### config.mk
export PLATFORM = sky130hd
export DESIGN_NAME = seq_divider
export DESIGN_NICKNAME = d
export VERILOG_FILES = /design/src/rtl/seq_divider.sv
export SDC_FILE = /design/constraint.sdc
export NUM_CORES = 1
export LEC_CHECK = 0
export BUFFER_PORTS_ARGS = -buffer_cell sky130_fd_sc_hd__buf_2
export CORE_MARGIN = 2
export CORE_UTILIZATION = 55
export CTS_BUF_LIST = sky130_fd_sc_hd__clkbuf_4 sky130_fd_sc_hd__clkbuf_8 sky130_fd_sc_hd__clkbuf_16
export CTS_CLUSTER_DIAMETER = 60
export DETAILED_ROUTE_END_ITERATION = 10
export PLACE_DENSITY = 0.81
export SLEW_MARGIN = 30
export SYNTH_ARGS = -nofsm -noshare
export SYNTH_HDL_FRONTEND = slang
export SYNTH_SLANG_ARGS = --single-unit
### constraint.sdc
create_clock -name clk -period 9.5 [get_ports clk]
set_input_delay 0.95 -clock clk [delete_from_list [all_inputs] [get_ports clk]]
set_output_delay 0.95 -clock clk [all_outputs]
set_load 0.01 [all_outputs]
### src/rtl/seq_divider.sv
// ---------------------------------------------------------------------------
// seq_divider
//   Multi-cycle restoring divider. Produces one quotient bit per clock and
//   supports unsigned or two's-complement operands. It is the inverse
//   companion of the sequential Booth multiplier and uses the same operand
//   naming and sign-select convention.
//
// Optional feature macro: SEQ_DIVIDER_FAST_ZERO_EN
//   Defined     : a zero dividend or zero divisor skips RUN and goes from IDLE
//                 straight to FIX. The result values are unchanged.
//   Not defined : every operation takes the full WIDTH+1 edge latency.
//
// Handshake (start/done):
//   start is sampled only while busy=0 (IDLE). A high start on an IDLE edge
//   captures in_a, in_b and sign, and busy rises on that same edge. A start
//   seen while busy=1 is dropped and nothing is queued. done pulses high for
//   exactly one cycle, in the same cycle that busy falls. quotient, remainder
//   and div_by_zero are valid from the done cycle and hold until the next
//   result is written.
//
// Ports:
//   clk          rising-edge clock
//   rst          asynchronous, active-high reset
//   start        operation request (sampled only in IDLE)
//   sign         1 = two's-complement operands, 0 = unsigned
//   in_a         dividend
//   in_b         divisor
//   quotient     registered quotient
//   remainder    registered remainder (its sign follows the dividend)
//   div_by_zero  registered; set together with done when the divisor was 0
//   busy         high while the FSM is not in IDLE
//   done         one-cycle completion pulse
//   o_dbg_state  current FSM state (0 = IDLE, 1 = RUN, 2 = FIX)
// ---------------------------------------------------------------------------
module seq_divider #(
    parameter int WIDTH = 32,
    parameter int CNT_W = 6
) (
    input  logic             clk,
    input  logic             rst,
    input  logic             start,
    input  logic             sign,
    input  logic [WIDTH-1:0] in_a,
    input  logic [WIDTH-1:0] in_b,
    output logic [WIDTH-1:0] quotient,
    output logic [WIDTH-1:0] remainder,
    output logic             div_by_zero,
    output logic             busy,
    output logic             done,
    output logic [1:0]       o_dbg_state
);

    typedef enum logic [1:0] {
        S_IDLE = 2'd0,
        S_RUN  = 2'd1,
        S_FIX  = 2'd2
    } state_t;

    localparam logic [CNT_W-1:0] LAST_CNT = CNT_W'(WIDTH - 1);

    state_t           r_state;
    logic [CNT_W-1:0] r_cnt;
    logic [WIDTH-1:0] r_rem;
    logic [WIDTH-1:0] r_quo;
    logic [WIDTH-1:0] r_div;
    logic [WIDTH-1:0] r_a_orig;
    logic             r_negq;
    logic             r_negr;
    logic             r_dz;

    logic [WIDTH-1:0] w_abs_a;
    logic [WIDTH-1:0] w_abs_b;
    logic [WIDTH:0]   w_shift;
    logic [WIDTH:0]   w_trial;
    logic [WIDTH-1:0] w_quo_fix;
    logic [WIDTH-1:0] w_rem_fix;
    logic             w_fast_zero;

    // The magnitude of the most-negative input wraps to the same bit
    // pattern. Read as unsigned, that pattern is 2^(WIDTH-1), which is the
    // correct magnitude.
    assign w_abs_a = (sign && in_a[WIDTH-1]) ? -in_a : in_a;
    assign w_abs_b = (sign && in_b[WIDTH-1]) ? -in_b : in_b;

    // Restoring step. The extra top bit lets the trial subtraction report a
    // borrow without overflowing.
    assign w_shift = {r_rem, r_quo[WIDTH-1]};
    assign w_trial = w_shift - {1'b0, r_div};

    assign w_quo_fix = r_negq ? -r_quo : r_quo;
    assign w_rem_fix = r_negr ? -r_rem : r_rem;

`ifdef SEQ_DIVIDER_FAST_ZERO_EN
    assign w_fast_zero = (in_a == '0) || (in_b == '0);
`else
    assign w_fast_zero = 1'b0;
`endif

    assign busy        = (r_state != S_IDLE);
    assign o_dbg_state = r_state;

    always_ff @(posedge clk or posedge rst) begin
        if (rst) begin
            r_state     <= S_IDLE;
            r_cnt       <= '0;
            r_rem       <= '0;
            r_quo       <= '0;
            r_div       <= '0;
            r_a_orig    <= '0;
            r_negq      <= 1'b0;
            r_negr      <= 1'b0;
            r_dz        <= 1'b0;
            quotient    <= '0;
            remainder   <= '0;
            div_by_zero <= 1'b0;
            done        <= 1'b0;
        end else begin
            done <= 1'b0;
            case (r_state)
                S_IDLE: begin
                    if (start) begin
                        r_rem    <= '0;
                        r_quo    <= w_abs_a;
                        r_div    <= w_abs_b;
                        r_a_orig <= in_a;
                        r_negq   <= sign & (in_a[WIDTH-1] ^ in_b[WIDTH-1]);
                        r_negr   <= sign & in_a[WIDTH-1];
                        r_dz     <= (in_b == '0);
                        r_cnt    <= '0;
                        r_state  <= w_fast_zero ? S_FIX : S_RUN;
                    end
                end
                S_RUN: begin
                    if (!w_trial[WIDTH]) begin
                        r_rem <= w_trial[WIDTH-1:0];
                        r_quo <= {r_quo[WIDTH-2:0], 1'b1};
                    end else begin
                        r_rem <= w_shift[WIDTH-1:0];
                        r_quo <= {r_quo[WIDTH-2:0], 1'b0};
                    end
                    r_cnt <= r_cnt + CNT_W'(1);
                    if (r_cnt == LAST_CNT) begin
                        r_state <= S_FIX;
                    end
                end
                S_FIX: begin
                    // A zero divisor returns all ones and the raw dividend
                    // bits, so the sign fix-up is skipped in that case.
                    if (r_dz) begin
                        quotient  <= '1;
                        remainder <= r_a_orig;
                    end else begin
                        quotient  <= w_quo_fix;
                        remainder <= w_rem_fix;
                    end
                    div_by_zero <= r_dz;
                    done        <= 1'b1;
                    r_state     <= S_IDLE;
                end
                default: begin
                    r_state <= S_IDLE;
                end
            endcase
        end
    end

endmodule
; Yosys cells after proc, flatten, opt, wreduce, memory -nomap -nowiden
; Index checks and enable logic that the tools add are counted.
[word_totals]
inputBits = 68
ff_bits = 205
[op_classes]
n_eq_ne = 5
n_mux = 18
bitwise_logic = 3
n_reduce_logical = 9
n_addsub = 6
[ops]
columns = op, count
row1 = 32-bit 2-to-1 mux, 9
row2 = 32-bit negation, 4
row3 = 32-bit one-hot mux with 2 select lines, 2
row4 = 33-bit by 32-bit subtractor with 33-bit output, 1
row5 = 32-bit zero test, 1
row6 = 6-bit one-hot mux with 2 select lines, 1
row7 = 6-bit by 1-bit adder with 6-bit output (second input constant), 1
row8 = 6-bit by 5-bit equality test with 1-bit output (second input constant), 1
row9 = 6-bit 2-to-1 mux, 1
row10 = 2-bit AND reduction, 3
row11 = 2-bit 2-to-1 mux, 2
row12 = 2-bit != test (second input constant), 2
row13 = 2-bit one-hot mux with 2 select lines, 1
row14 = 2-bit nonzero test, 2
row15 = 1-bit bitwise AND, 2
row16 = 2-bit by 1-bit equality test with 1-bit output (second input constant), 1
row17 = 2-bit equality test (second input constant), 1
row18 = 1-bit logical AND, 2
row19 = 2-bit zero test, 1
row20 = 1-bit 2-to-1 mux, 2
row21 = 1-bit XOR, 1

; Depth between registers and ports, before layout
[depth]
word_depth = 4
mapped_depth = 12

; Worst setup path before layout
; OpenSTA, ideal clock, no wires.
[synth_timing]
kind = input to register
start = input port in_a[8]
end = register r_quo[31]
arrival_ns = 2.961
stages = 7
slack_ns = 6.472
n_path_buf = 0
setup_ns = 0.066
cell_sequence = or4_1 or3_4 nor3_2 nand3_2 or4_1 a21oi_1 a221o_1
[synth_via]
elab_chain_len = 4
[synth_lines]
columns = item, line_no
row1 = from (decl), 43  ; input logic [WIDTH-1:0] in_a,
row2 = 32-bit negation, 82  ; assign w_abs_a = (sign && in_a[WIDTH-1]) ? -in_a : in_a;
row3 = 32-bit 2-to-1 mux, 82
row4 = 32-bit 2-to-1 mux, 121  ; if (start) begin
row5 = 32-bit one-hot mux with 2 select lines, 119  ; case (r_state)
row6 = to (signal assigned), 123  ; r_quo <= w_abs_a;
row7 = to (signal assigned), 136  ; r_quo <= {r_quo[WIDTH-2:0], 1'b1};
row8 = to (signal assigned), 139  ; r_quo <= {r_quo[WIDTH-2:0], 1'b0};
row9 = to (decl), 64  ; logic [WIDTH-1:0] r_quo;
; No other way between the ends. The select of a mux whose other input is x is not followed.
; A chain may end at the register's enable or synchronous reset.

; Worst setup path in the final report
[layout_timing]
start = register r_rem[4]
end = register r_rem[3]
[layout_via]
elab_chain_len = 3
[layout_lines]
columns = item, line_no
row1 = from (decl), 63  ; logic [WIDTH-1:0] r_rem;
row2 = from (signal assigned), 135  ; r_rem <= w_trial[WIDTH-1:0];
row3 = from (signal assigned), 138  ; r_rem <= w_shift[WIDTH-1:0];
row4 = 33-bit by 32-bit subtractor with 33-bit output, 88  ; assign w_trial = w_shift - {1'b0, r_div};
row5 = 32-bit 2-to-1 mux, 134  ; if (!w_trial[WIDTH]) begin
row6 = 32-bit one-hot mux with 2 select lines, 119
; No other way between the ends.

==> run_results.csv <==
group,metric,value,unit
outcome,status,"completed",
cells_and_area,fin_nets,1720,
floorplan,die_y,156.2,um
logic_synthesis,synth.area.top_cells,"dfrtp_1 (40%), nand2_1 (7.0%), o21ai_0 (5.9%)",
clocking,cts_buffer_depth,3,
logic_synthesis,yosys.area.top_type,"dfrtp_1",
detailed_routing,drt-initial-drc-count,855,
logic_synthesis,synth.distinct_cells,67,
cells_and_area,drive_gt1_frac,0.1359,
logic_synthesis,synth_flop_cell,"dfrtp_1",
logic_synthesis,ys_seq_area_frac,0.4029,
cells_and_area,final_cell_area,14590,um2
logic_synthesis,syn_area_per_cell,8.354,um2
setup_path,reg2reg_slack,5.46,ns
cells_and_area,diodes,0,
logic_synthesis,netlist.area_leader.share,0.4029,
placed_design,place_congestion,0.9620,
logic_synthesis,synth.area.mux_share,0.009631,
timing,finalSetupViolCount,0,
clocking,cts_tree,"yes",
detailed_routing,drt-total-wl,32980,um
clocking,post_cts_buffers,0,
timing,relSlewSlack,0.3891,
logic_synthesis,synth_fa_ha_area_frac,0.03793,
placed_design,place_hpwl,23430,um
logic_synthesis,synthTopCellsByCount,"nand2_1 (239), dfrtp_1 (205), o21ai_0 (150)",
clocking,ctsResizeCount,0,
setup_path,cp-start-kind,"flop",
global_route,grt_start_max_net_pins,131,
clocking,cts_made_buffers,26,
placed_design,postPlaceCellArea,13550,um2
timing,fin_ws,5.457,ns
timing,tightestPinTransition,0.9102,ns
logic_synthesis,syn_area,12730,um2
floorplan,ios,137,
setup_path,crit_required,9.91,ns
logic_synthesis,synth-compound-area-share,0.2170,
floorplan,start_util,0.5607,
global_route,grt_antenna_before_repair,0,
power_and_ir_drop,p_leak,6.489,nW
timing,timing.hold.ws,0.4714,ns
logic_synthesis,yosysWarnings,0,
power_and_ir_drop,power_frac_seq,0.301,
setup_path,arrival,4.45,ns
hold_path,hp-class,"input pin to asynchronous set/reset pin",
power_and_ir_drop,p_int,2.805,mW
power_and_ir_drop,ir_worst_vdd,0.1594,mV
timing,rsz0062_at_grt,"false",
floorplan,core_area,22710,um2
power_and_ir_drop,power.switching,2.048,mW
logic_synthesis,async_reset_ff_frac,1.000,
floorplan,rows,55,
global_route,overflow,0,
setup_path,worstSetupPathType,"flop to flop",
detailed_routing,firstDrtPassIters,5,
detailed_routing,drc_errors,0,
cells_and_area,syn_to_final_growth,14.62,%
run,cap_violations,0,
power_and_ir_drop,power_frac_comb,0.463,
cells_and_area,final_cells,1919,
clocking,clkTransAtPathRegs,0.06,ns
global_route,grt_use_total,0.2691,
placed_design,pre_cts_slack,5.558,ns
clocking,clock-sinks,205,
global_route,grt_pass1_vias,10740,
power_and_ir_drop,switching_share,0.4221,
logic_synthesis,synth_xor_area_frac,0.09631,
logic_synthesis,yosys.area_share.simple,0.1914,
clocking,cts_hold_buf,0,
floorplan,die-area,24380,um2
timing,final-hold-violation-count,0,
logic_synthesis,synth_seq_cells,205,
detailed_routing,drt.antenna.violating_nets,0,
timing,period_share,0.4256,
timing,clock.fmax,0.2473,GHz
setup_path,cp-end-kind,"flop",
clocking,h-tree-depth,1,
detailed_routing,via_per_inst,5.929,
floorplan,die_w,156.2,um
timing,slew_viol_final,0,
placed_design,placed_cells,1870,
logic_synthesis,syn_nets,1630,
timing,fin_tns_setup,0,ns
power_and_ir_drop,powerDensity,332.5,nW/um2
clocking,insertion_delay,0.54,ns
detailed_routing,vias,11380,
power_and_ir_drop,pwr-share-clk,0.236,
detailed_routing,wl_per_cell,17.18,um
timing,fin_worst_skew,0.01562,ns
logic_synthesis,yosysMostFrequentCell,"nand2_1",
placed_design,io_buffers,136,
logic_synthesis,syn_inst,1524,
logic_synthesis,synth_top_family_by_area,"compound AO/OA/AOI/OAI gates",
logic_synthesis,synth-edff-count,0,
clocking,cts_root_buffer,"clkbuf_16",
timing,post-route-min-period,4.043,ns
global_route,grt_pass1_wl,53760,um
setup_path,critPathMaxFanout,14,
-- through the flow --
stage / utilization / total power [mW]
after global routing: 0.6426 / 5.192
after global placement: 0.5966 / 3.592
final: 0.6426 / 4.853
after CTS: 0.6418 / 4.821
after detailed placement: 0.5968 / 3.648
after floorplan: - / 3.100
-- registers in the layout, indices dropped and copies added, names as in the netlist --
register and cells:
r_rem 32, r_quo 32, done 1, r_a_orig 32
r_cnt 6, r_negq 1, r_div 32, r_dz 1
remainder 32, r_negr 1, quotient 32, div_by_zero 1
o_dbg_state 2
-- worst max-delay path: stages, from the launching register on --
cell	delay, ns
dfrtp_1	0.47
ha_1	0.41
a211oi_1	0.25
nor2_1	0.10
a211oi_2	0.28
o221ai_1	0.32
a21o_2	0.31
o21ai_1	0.72
nand2_1	0.55
a311o_1	0.50
-- power by group through the flow --
stage                     clock (mW)  combinational (mW)  sequential (mW)
final                           1.15                2.25             1.46
after floorplan                    0                1.76             1.34
after global routing            1.20                2.50             1.50
after global placement             0                2.15             1.44
after detailed placement           0                2.19             1.46
after CTS                       1.16                2.22             1.45
-- routing by layer --
layer  share of wire  up-vias  global-route usage
li1                -     5576                   -
met1            0.45     5352              0.3760
met2            0.46      385              0.4364
met3           0.065       65             0.03944
met4           0.025        0             0.08038
met5               0        -                   0
-- placed cells by master (no fill, tap or decap), drive strengths merged, types with 5 or more instances in the layout --
cell type | netlist | final
a211oi | 5 | 5
a21o | 12 | 12
a21oi | 121 | 121
a22oi | 30 | 30
a311o | 14 | 14
a31oi | 8 | 8
and2 | 6 | 6
and3 | 21 | 21
buf | 16 | 146
bufinv | 0 | 7
clkbuf | 68 | 31
clkinv | 0 | 7
dfrtp | 205 | 205
ha | 37 | 37
inv | 65 | 67
mux2i | 10 | 10
nand2 | 240 | 240
nand2b | 11 | 11
nand3 | 28 | 28
nand4 | 15 | 15
nor2 | 115 | 115
nor2b | 5 | 5
nor3 | 23 | 23
nor4 | 25 | 25
o2111ai | 5 | 5
o211ai | 26 | 26
o21a | 5 | 5
o21ai | 153 | 153
o31ai | 34 | 34
o41ai | 9 | 9
or2 | 7 | 7
or3 | 18 | 18
or4 | 10 | 10
xnor2 | 58 | 58
xor2 | 82 | 82
-- final cells by class --
class,count,area [um2]
fill,1885,8115
multi-input combinational,1170,7066
sequential,205,5131
timing repair buffer,146,763.2
clock buffer,31,730.7
tap,285,356.6
clock inverter,17,290.3
inverter,65,256.5
-- cell families (layout without fill, tap and decap cells) --
kind of cell,after synthesis,in the layout
muxes,12,12
DFF,205,205
adders and majority gates,38,38
and+or+nand+nor,532,532
xor gates and xnor gates,140,140
AOI/OAI and AO/OA,448,448
buffers and inverters,149,259
-- path summary, 6_finish.rpt --
check	from	to	depth (start not counted)
min in group clk	div_by_zero	div_by_zero	2
min reg2reg	div_by_zero	div_by_zero	2
min	rst	quotient[26]	2
max	r_rem[4]	r_rem[3]	9
max reg2reg	r_rem[4]	r_rem[3]	9
max in group asynchronous	rst	remainder[8]	3
Power figures use the tool's default switching activity.
